File: src/rtl/spi_acc_slave.sv
// spi_acc_slave
// SPI mode-0 responder that emulates the board accelerometer's command
// protocol (0x0A = register write, 0x0B = register read, bursts with
// address auto-increment and 0x3F -> 0x00 wrap). The block runs entirely
// on the system clock. SCLK, CSN and MOSI are oversampled through
// synchronizers, and edges are detected on the synchronized copies.
//
// Optional build macro: ACC_SLAVE_SOFT_RESET_EN
//   When defined, writing 0x52 to 0x1F clears 0x20-0x3F, STATUS and the
//   sample snapshot. That write is reported on reg_wr_*.
//
// Ports:
//   CLK100MHZ       system clock
//   CPU_RESETN      asynchronous active-low reset
//   ACL_SCLK        SPI clock from master (idle low)
//   ACL_CSN         SPI chip select, active low
//   ACL_MOSI        master-to-slave data
//   ACL_MISO        slave-to-master data, changes only on SCLK falls
//   sample_valid    one-cycle strobe: x/y/z/temp_data are new
//   x/y/z/temp_data 12-bit signed samples
//   reg_wr_en       one-cycle pulse per committed register write
//   reg_wr_addr     address of the committed write
//   reg_wr_data     data of the committed write
//   busy            high while synchronized CSN is low
module spi_acc_slave #(
  parameter logic [7:0] DEVID_AD    = 8'hAD,
  parameter logic [7:0] DEVID_MST   = 8'h1D,
  parameter logic [7:0] PARTID      = 8'hF2,
  parameter logic [7:0] REVID       = 8'h01,
  parameter int         SYNC_STAGES = 2
) (
  input  logic        CLK100MHZ,
  input  logic        CPU_RESETN,
  input  logic        ACL_SCLK,
  input  logic        ACL_CSN,
  input  logic        ACL_MOSI,
  output logic        ACL_MISO,
  input  logic        sample_valid,
  input  logic [11:0] x_data,
  input  logic [11:0] y_data,
  input  logic [11:0] z_data,
  input  logic [11:0] temp_data,
  output logic        reg_wr_en,
  output logic [5:0]  reg_wr_addr,
  output logic [7:0]  reg_wr_data,
  output logic        busy
);

  localparam logic [7:0] CMD_WRITE  = 8'h0A;
  localparam logic [7:0] CMD_READ   = 8'h0B;
  localparam logic [5:0] REG_STATUS = 6'h0B;

  typedef enum logic [2:0] {
    ST_IDLE,
    ST_CMD,
    ST_ADDR,
    ST_WDATA,
    ST_RDATA,
    ST_IGNORE
  } state_t;

  // ---------------------------------------------------------------------
  // Input synchronizers and edge detection
  // ---------------------------------------------------------------------
  logic [SYNC_STAGES-1:0] sclk_sync_q, csn_sync_q, mosi_sync_q;
  logic                   sclk_prev_q, csn_prev_q;
  logic                   sclk_s, csn_s, mosi_s;

  // NOTE: sequential state uses non-blocking assignments only, so every
  // flop samples the values from before the edge and ordering cannot race.
  always_ff @(posedge CLK100MHZ or negedge CPU_RESETN) begin
    if (!CPU_RESETN) begin
      sclk_sync_q <= '0;
      csn_sync_q  <= '1;   // bus idles deselected
      mosi_sync_q <= '0;
      sclk_prev_q <= 1'b0;
      csn_prev_q  <= 1'b1;
    end else begin
      sclk_sync_q <= {sclk_sync_q[SYNC_STAGES-2:0], ACL_SCLK};
      csn_sync_q  <= {csn_sync_q[SYNC_STAGES-2:0], ACL_CSN};
      mosi_sync_q <= {mosi_sync_q[SYNC_STAGES-2:0], ACL_MOSI};
      sclk_prev_q <= sclk_s;
      csn_prev_q  <= csn_s;
    end
  end

  assign sclk_s = sclk_sync_q[SYNC_STAGES-1];
  assign csn_s  = csn_sync_q[SYNC_STAGES-1];
  assign mosi_s = mosi_sync_q[SYNC_STAGES-1];

  // SCLK activity only counts while the device is selected.
  logic sclk_rise, sclk_fall, csn_fall, csn_rise;
  assign sclk_rise = ~csn_s &  sclk_s & ~sclk_prev_q;
  assign sclk_fall = ~csn_s & ~sclk_s &  sclk_prev_q;
  assign csn_fall  = ~csn_s &  csn_prev_q;
  assign csn_rise  =  csn_s & ~csn_prev_q;

  // ---------------------------------------------------------------------
  // State
  // ---------------------------------------------------------------------
  state_t      state_q;
  logic [3:0]  bit_cnt_q;
  logic [6:0]  shift_q;
  logic        is_write_q;
  logic [5:0]  addr_q;
  logic [7:0]  tx_q;
  logic        miso_q;
  logic        wr_en_q;
  logic [5:0]  wr_addr_q;
  logic [7:0]  wr_data_q;
  logic        busy_q;
  logic        status_q;
  logic [11:0] shadow_q [4];   // 0:x 1:y 2:z 3:temp, latest sample
  logic [11:0] snap_q   [4];   // frozen at CSN fall for coherent bursts
  logic [7:0]  rw_q     [32];  // registers 0x20-0x3F

  logic [7:0]  rx_byte;
  logic        byte_done;
  logic [5:0]  rd_addr;
  logic [7:0]  rd_byte;
  logic        soft_hit;

  assign rx_byte   = {shift_q, mosi_s};
  assign byte_done = (bit_cnt_q == 4'd7);
  // bit_cnt_q == 8 in RDATA means the current byte has fully gone out and
  // the next one loads from the following address on this same fall.
  assign rd_addr   = (bit_cnt_q == 4'd8) ? addr_q + 6'd1 : addr_q;

`ifdef ACC_SLAVE_SOFT_RESET_EN
  assign soft_hit = (addr_q == 6'h1F) && (rx_byte == 8'h52);
`else
  assign soft_hit = 1'b0;
`endif

  function automatic logic [7:0] hi_byte(input logic [11:0] s);
    return {{4{s[11]}}, s[11:8]};
  endfunction

  // NOTE: every always_comb output gets a default first so no path can
  // leave it unassigned and infer a latch.
  always_comb begin
    rd_byte = 8'h00;
    if (rd_addr[5]) begin
      rd_byte = rw_q[rd_addr[4:0]];
    end else begin
      case (rd_addr[4:0])
        5'h00:   rd_byte = DEVID_AD;
        5'h01:   rd_byte = DEVID_MST;
        5'h02:   rd_byte = PARTID;
        5'h03:   rd_byte = REVID;
        5'h08:   rd_byte = snap_q[0][11:4];
        5'h09:   rd_byte = snap_q[1][11:4];
        5'h0A:   rd_byte = snap_q[2][11:4];
        5'h0B:   rd_byte = {7'd0, status_q};
        5'h0E:   rd_byte = snap_q[0][7:0];
        5'h0F:   rd_byte = hi_byte(snap_q[0]);
        5'h10:   rd_byte = snap_q[1][7:0];
        5'h11:   rd_byte = hi_byte(snap_q[1]);
        5'h12:   rd_byte = snap_q[2][7:0];
        5'h13:   rd_byte = hi_byte(snap_q[2]);
        5'h14:   rd_byte = snap_q[3][7:0];
        5'h15:   rd_byte = hi_byte(snap_q[3]);
        default: rd_byte = 8'h00;
      endcase
    end
  end

  // ---------------------------------------------------------------------
  // Protocol FSM, register file, samples and status
  // ---------------------------------------------------------------------
  always_ff @(posedge CLK100MHZ or negedge CPU_RESETN) begin
    if (!CPU_RESETN) begin
      state_q    <= ST_IDLE;
      bit_cnt_q  <= '0;
      shift_q    <= '0;
      is_write_q <= 1'b0;
      addr_q     <= '0;
      tx_q       <= '0;
      miso_q     <= 1'b0;
      wr_en_q    <= 1'b0;
      wr_addr_q  <= '0;
      wr_data_q  <= '0;
      busy_q     <= 1'b0;
      status_q   <= 1'b0;
      // NOTE: these arrays are architecturally visible after reset, so they
      // are reset explicitly; that keeps them in flops rather than RAM.
      for (int i = 0; i < 4; i++) begin
        shadow_q[i] <= '0;
        snap_q[i]   <= '0;
      end
      for (int i = 0; i < 32; i++) rw_q[i] <= '0;
    end else begin
      wr_en_q <= 1'b0;
      busy_q  <= ~csn_s;

      if (sample_valid) begin
        shadow_q[0] <= x_data;
        shadow_q[1] <= y_data;
        shadow_q[2] <= z_data;
        shadow_q[3] <= temp_data;
      end

      if (csn_rise) begin
        // Deselect aborts anything in flight, including a partial byte.
        state_q <= ST_IDLE;
        miso_q  <= 1'b0;
      end else begin
        case (state_q)
          ST_IDLE: begin
            if (csn_fall) begin
              state_q   <= ST_CMD;
              bit_cnt_q <= '0;
              snap_q    <= shadow_q;
            end
          end

          ST_CMD: begin
            if (sclk_rise) begin
              shift_q <= rx_byte[6:0];
              if (byte_done) begin
                bit_cnt_q <= '0;
                if (rx_byte == CMD_WRITE) begin
                  is_write_q <= 1'b1;
                  state_q    <= ST_ADDR;
                end else if (rx_byte == CMD_READ) begin
                  is_write_q <= 1'b0;
                  state_q    <= ST_ADDR;
                end else begin
                  state_q <= ST_IGNORE;
                end
              end else begin
                bit_cnt_q <= bit_cnt_q + 4'd1;
              end
            end
          end

          ST_ADDR: begin
            if (sclk_rise) begin
              shift_q <= rx_byte[6:0];
              if (byte_done) begin
                bit_cnt_q <= '0;
                addr_q    <= rx_byte[5:0];
                state_q   <= is_write_q ? ST_WDATA : ST_RDATA;
              end else begin
                bit_cnt_q <= bit_cnt_q + 4'd1;
              end
            end
          end

          ST_WDATA: begin
            if (sclk_rise) begin
              shift_q <= rx_byte[6:0];
              if (byte_done) begin
                bit_cnt_q <= '0;
                addr_q    <= addr_q + 6'd1;
                if (addr_q[5]) rw_q[addr_q[4:0]] <= rx_byte;
                if (addr_q[5] || soft_hit) begin
                  wr_en_q   <= 1'b1;
                  wr_addr_q <= addr_q;
                  wr_data_q <= rx_byte;
                end
`ifdef ACC_SLAVE_SOFT_RESET_EN
                if (soft_hit) begin
                  status_q <= 1'b0;
                  for (int i = 0; i < 4; i++) snap_q[i] <= '0;
                  for (int i = 0; i < 32; i++) rw_q[i] <= '0;
                end
`endif
              end else begin
                bit_cnt_q <= bit_cnt_q + 4'd1;
              end
            end
          end

          ST_RDATA: begin
            if (sclk_fall) begin
              if (bit_cnt_q == 4'd0 || bit_cnt_q == 4'd8) begin
                miso_q    <= rd_byte[7];
                tx_q      <= {rd_byte[6:0], 1'b0};
                addr_q    <= rd_addr;
                bit_cnt_q <= 4'd1;
                if (rd_addr == REG_STATUS) status_q <= 1'b0;
              end else begin
                miso_q    <= tx_q[7];
                tx_q      <= {tx_q[6:0], 1'b0};
                bit_cnt_q <= bit_cnt_q + 4'd1;
              end
            end
          end

          ST_IGNORE: miso_q <= 1'b0;

          default: state_q <= ST_IDLE;
        endcase
      end

      // A new sample outranks a same-cycle STATUS read-clear.
      if (sample_valid) status_q <= 1'b1;
    end
  end

  assign ACL_MISO    = miso_q;
  assign reg_wr_en   = wr_en_q;
  assign reg_wr_addr = wr_addr_q;
  assign reg_wr_data = wr_data_q;
  assign busy        = busy_q;

endmodule

File: config.mk
export PLATFORM = sky130hd
export DESIGN_NAME = spi_acc_slave
export DESIGN_NICKNAME = d
export VERILOG_FILES = /design/src/rtl/spi_acc_slave.sv
export SDC_FILE = /design/constraint.sdc
export NUM_CORES = 1
export LEC_CHECK = 0
export BUFFER_PORTS_ARGS = -buffer_cell sky130_fd_sc_hd__buf_2
export CELL_PAD_IN_SITES_DETAIL_PLACEMENT = 0
export CELL_PAD_IN_SITES_GLOBAL_PLACEMENT = 1
export CORE_MARGIN = 10
export CORE_UTILIZATION = 25
export DETAILED_ROUTE_END_ITERATION = 7
export PLACE_DENSITY = 0.49
export RECOVER_POWER = 50
export SETUP_SLACK_MARGIN = 0.2
export SKIP_LAST_GASP = 1
export SLEW_MARGIN = 20
export SYNTH_ARGS = -nofsm -noshare
export SYNTH_HDL_FRONTEND = slang
export SYNTH_SLANG_ARGS = --single-unit
export TNS_END_PERCENT = 50
File: constraint.sdc
create_clock -name CLK100MHZ -period 7.1 [get_ports CLK100MHZ]
set_input_delay 0 -clock CLK100MHZ [delete_from_list [all_inputs] [get_ports CLK100MHZ]]
set_output_delay 0 -clock CLK100MHZ [all_outputs]
set_load 0.01 [all_outputs]
==> results.cfg <==
[clock_tree]
cts_htree_levels = 2
cts-resized-gates = 0
clkTransAtPathRegs_ns = 0.07
cts_hold_buf = 52
cts_num_sinks = 406
clock_latency_ns = 0.60
numCtsBuffers = 48
clock-root-buffer = clkbuf_16
ctsLongestPathBuffers = 3
cts_tree = done
post_cts_buffers = 0

[floorplan]
die_h_microns = 308
ios = 71
die_w_microns = 308
rows = 105
start_util_pct = 25.2
core_area_sq_um = 82100
dieArea_sq_um = 94800

[timing]
drv_slew = 143
rsz0062_at_grt = no
fin_skew_ns = 0.0214
finalCritPeriodShare_pct = 67.3
hold_viol_final = 0
min_period_ns = 4.78
max_slew_margin_pct = -143
whs_ns = 0.00436
setup_viol = 0
fmax_mhz = 209
worstMarginPinSlew_ns = 3.64
tns_ns = 0

[finish]
layout_commonest_cell = dfrtp_1
area_growth_pct = 16.4
layout_common_cells = dfrtp_1, mux2_2, nand2_1, mux2i_1, nor2_1
fin_nets = 1886
fin_cells = 2927
drive_gt1_share_pct = 32.5

[setup_path]
cp_max_fo = 33
critical_path_class = reg2reg
endpoint_kind = flip-flop
crit_arrival_ns = 5.26
crit_required_ns = 7.58
startpoint_type = flip-flop

[logic_synthesis]
yosys_most_used_dff = dfrtp_1
syn_inst = 1755
syn_area_per_cell_sq_um = 11.8
async_reset_ff_share_pct = 100
synth_edf_count = 0
syn-num-nets = 1818
synthesis.area_sq_um = 20700
synth_cell_type_count = 82
synth_warnings = 0
synth-seq-cells = 406
ys_seq_area_share_pct = 49.0

[routing]
route.detailed.drc = 0
routed_wl_microns = 71900
viasPerCell = 5.15
drt_first_pass_iters = 5
vias = 15079
antenna_left = 0
drtIter0Drc = 1034
wire_per_inst_microns = 24.6

[global_route]
grt_pass1_wl_microns = 108000
grt_max_degree = 152
grtUsageTotal_pct = 15.0
antenna_found_initial = 2
grt_overflow_total = 0
grt_pass1_vias = 15589

[power_and_ir_drop]
switching_share_pct = 41.8
p_switching_mw = 3.63
power_frac_seq_pct = 32.7
p_leak_nw = 10.7
p_clk_share_pct = 28.0
power_density_nw_per_um2 = 360
finalPower_mw = 8.69
peakVddDrop_mv = 0.243
internal_power_mw = 5.06
comb_power_share_pct = 39.3

[placed_design]
gpl.final_weighted_congestion = 0.813
dp_cells = 2791
hpwl_microns = 45700
io_buffers = 70

[worst_hold_path]
hold_path.class = in2reg

[outcome]
outcome = finished, violations left
violations = capacitance limit, slew limit

[job]
maxCapViolCount = 1
-- worst max-delay path, cell delays in order, from the launching register on --
cell and delay (ns):
dfrtp_4 0.78, inv_1 0.25, ha_4 0.45, nand4b_2 0.16
buf_4 0.44, o22ai_2 0.26, nor2_2 0.89, and3_1 0.29
a31oi_1 0.05, a2111oi_0 0.67, a21oi_1 0.16, a32o_1 0.23
-- cell type report --
class,instances,area [sq um]
Clock inverter,12,101
Sequential cell,406,10200
Antenna cell,2,5.00
Timing Repair Buffer,154,1110
Fill cell,8362,58000
Multi-Input combinational cell,1198,9920
Inverter,15,56.3
Tap cell,1070,1340
Clock buffer,70,1420
-- synth_stat cells (4+ instances only) --
master     instances  share of area (%)
and3_1            10               0.30
dfrtp_1          403                 49
nor3_1            32               0.77
a311oi_1           6               0.25
mux2i_1           86                4.2
clkbuf_1          70                1.3
a222oi_1           5               0.24
nand2_2           10               0.30
nand3_1           53                1.3
nor4_1            23               0.69
nand2b_1           7               0.21
a21o_1             4               0.14
inv_1             14               0.25
ha_1               9               0.54
a21oi_1           39               0.94
a22oi_1           14               0.51
a31oi_1           12               0.36
o31ai_1            6               0.22
and2_1            10               0.30
o2111ai_1          5               0.21
a2111oi_0          4               0.17
buf_1             11               0.20
o221ai_1           9               0.38
o211ai_1           7               0.25
buf_4             10               0.36
or3_1              9               0.27
a32oi_1            7               0.30
a211oi_1           9               0.33
mux4_2            31                3.4
buf_2             42                1.0
nand2_1          144                2.6
xnor2_1            4               0.17
nor2_1            84                1.5
mux2_2           373                 20
nor2b_1            5               0.15
a211o_1            5               0.21
a221oi_1           7               0.30
o22ai_1           45                1.4
o21ai_0           64                1.5
-- sequential cells by signal, summed over array words and instances (netlist names) --
name / cells
reg_wr_data: 8
mosi_sync_q: 2
ACL_MISO: 1
csn_prev_q: 1
reg_wr_addr: 6
sclk_prev_q: 1
status_q: 1
csn_sync_q: 2
shadow_q: 48
busy: 1
rw_q: 256
state_q: 3
tx_q: 7
snap_q: 48
shift_q: 7
bit_cnt_q: 4
sclk_sync_q: 2
reg_wr_en: 1
addr_q: 6
is_write_q: 1
-- logic make-up (layout without fill, tap and decap cells) --
kind of cell	after synthesis	count (layout)	share of synthesized area [%]
other	0	2	0
buffers and inverters	151	251	3.28
multiplexers	491	491	27.9
XOR/XNOR	6	6	0.326
flip-flops	406	406	49.0
AND/OR/NAND/NOR	414	414	9.72
adder cells (fa/ha/maj)	9	9	0.543
AO/OA/AOI/OAI	278	278	9.22
-- per-stage QoR --
stage / utilization (%) / worst slack, ns / area, sq um
2_1_floorplan: - / 3.54 / 20700
3_3_place_gp: 26.9 / 2.42 / 22100
3_5_place_dp: 26.9 / 2.30 / 22100
4_1_cts: 29.4 / 2.31 / 24100
5_1_grt: 29.4 / 1.97 / 24100
6_report: 29.4 / 2.32 / 24100
-- routing by layer --
metal  part of all wire (%)  track usage, %
met1                     47            20.8
met2                     47            24.5
met3                    3.8            1.95
met4                    2.2            3.87
met5                      0               0
-- power groups by stage --
stage                     Sequential [mW]  Combinational (mW)  Clock, mW
after floorplan                      2.68                2.28          0
after global placement               2.88                3.37          0
after detailed placement             2.88                3.40          0
after CTS                            2.84                3.42       2.51
after global routing                 2.87                3.65       2.60
final                                2.84                3.41       2.43
-- path summary, 6_finish.rpt --
check | startpoint | endpoint | slack [ns] | depth (start not counted)
setup / recovery | addr_q[1] | tx_q[4] | 2.32 | 11
min in group asynchronous | CPU_RESETN | shadow_q[2] | 0.05 | 2
setup reg to reg | addr_q[1] | tx_q[4] | 2.32 | 11
hold / removal | sample_valid | status_q | 0.004 | 2
hold reg to reg | mosi_sync_q[0] | mosi_sync_q[1] | 0.35 | 0
max in group asynchronous | CPU_RESETN | rw_q[161] | 2.93 | 3
Note: power is estimated with default switching activity, not from simulation.
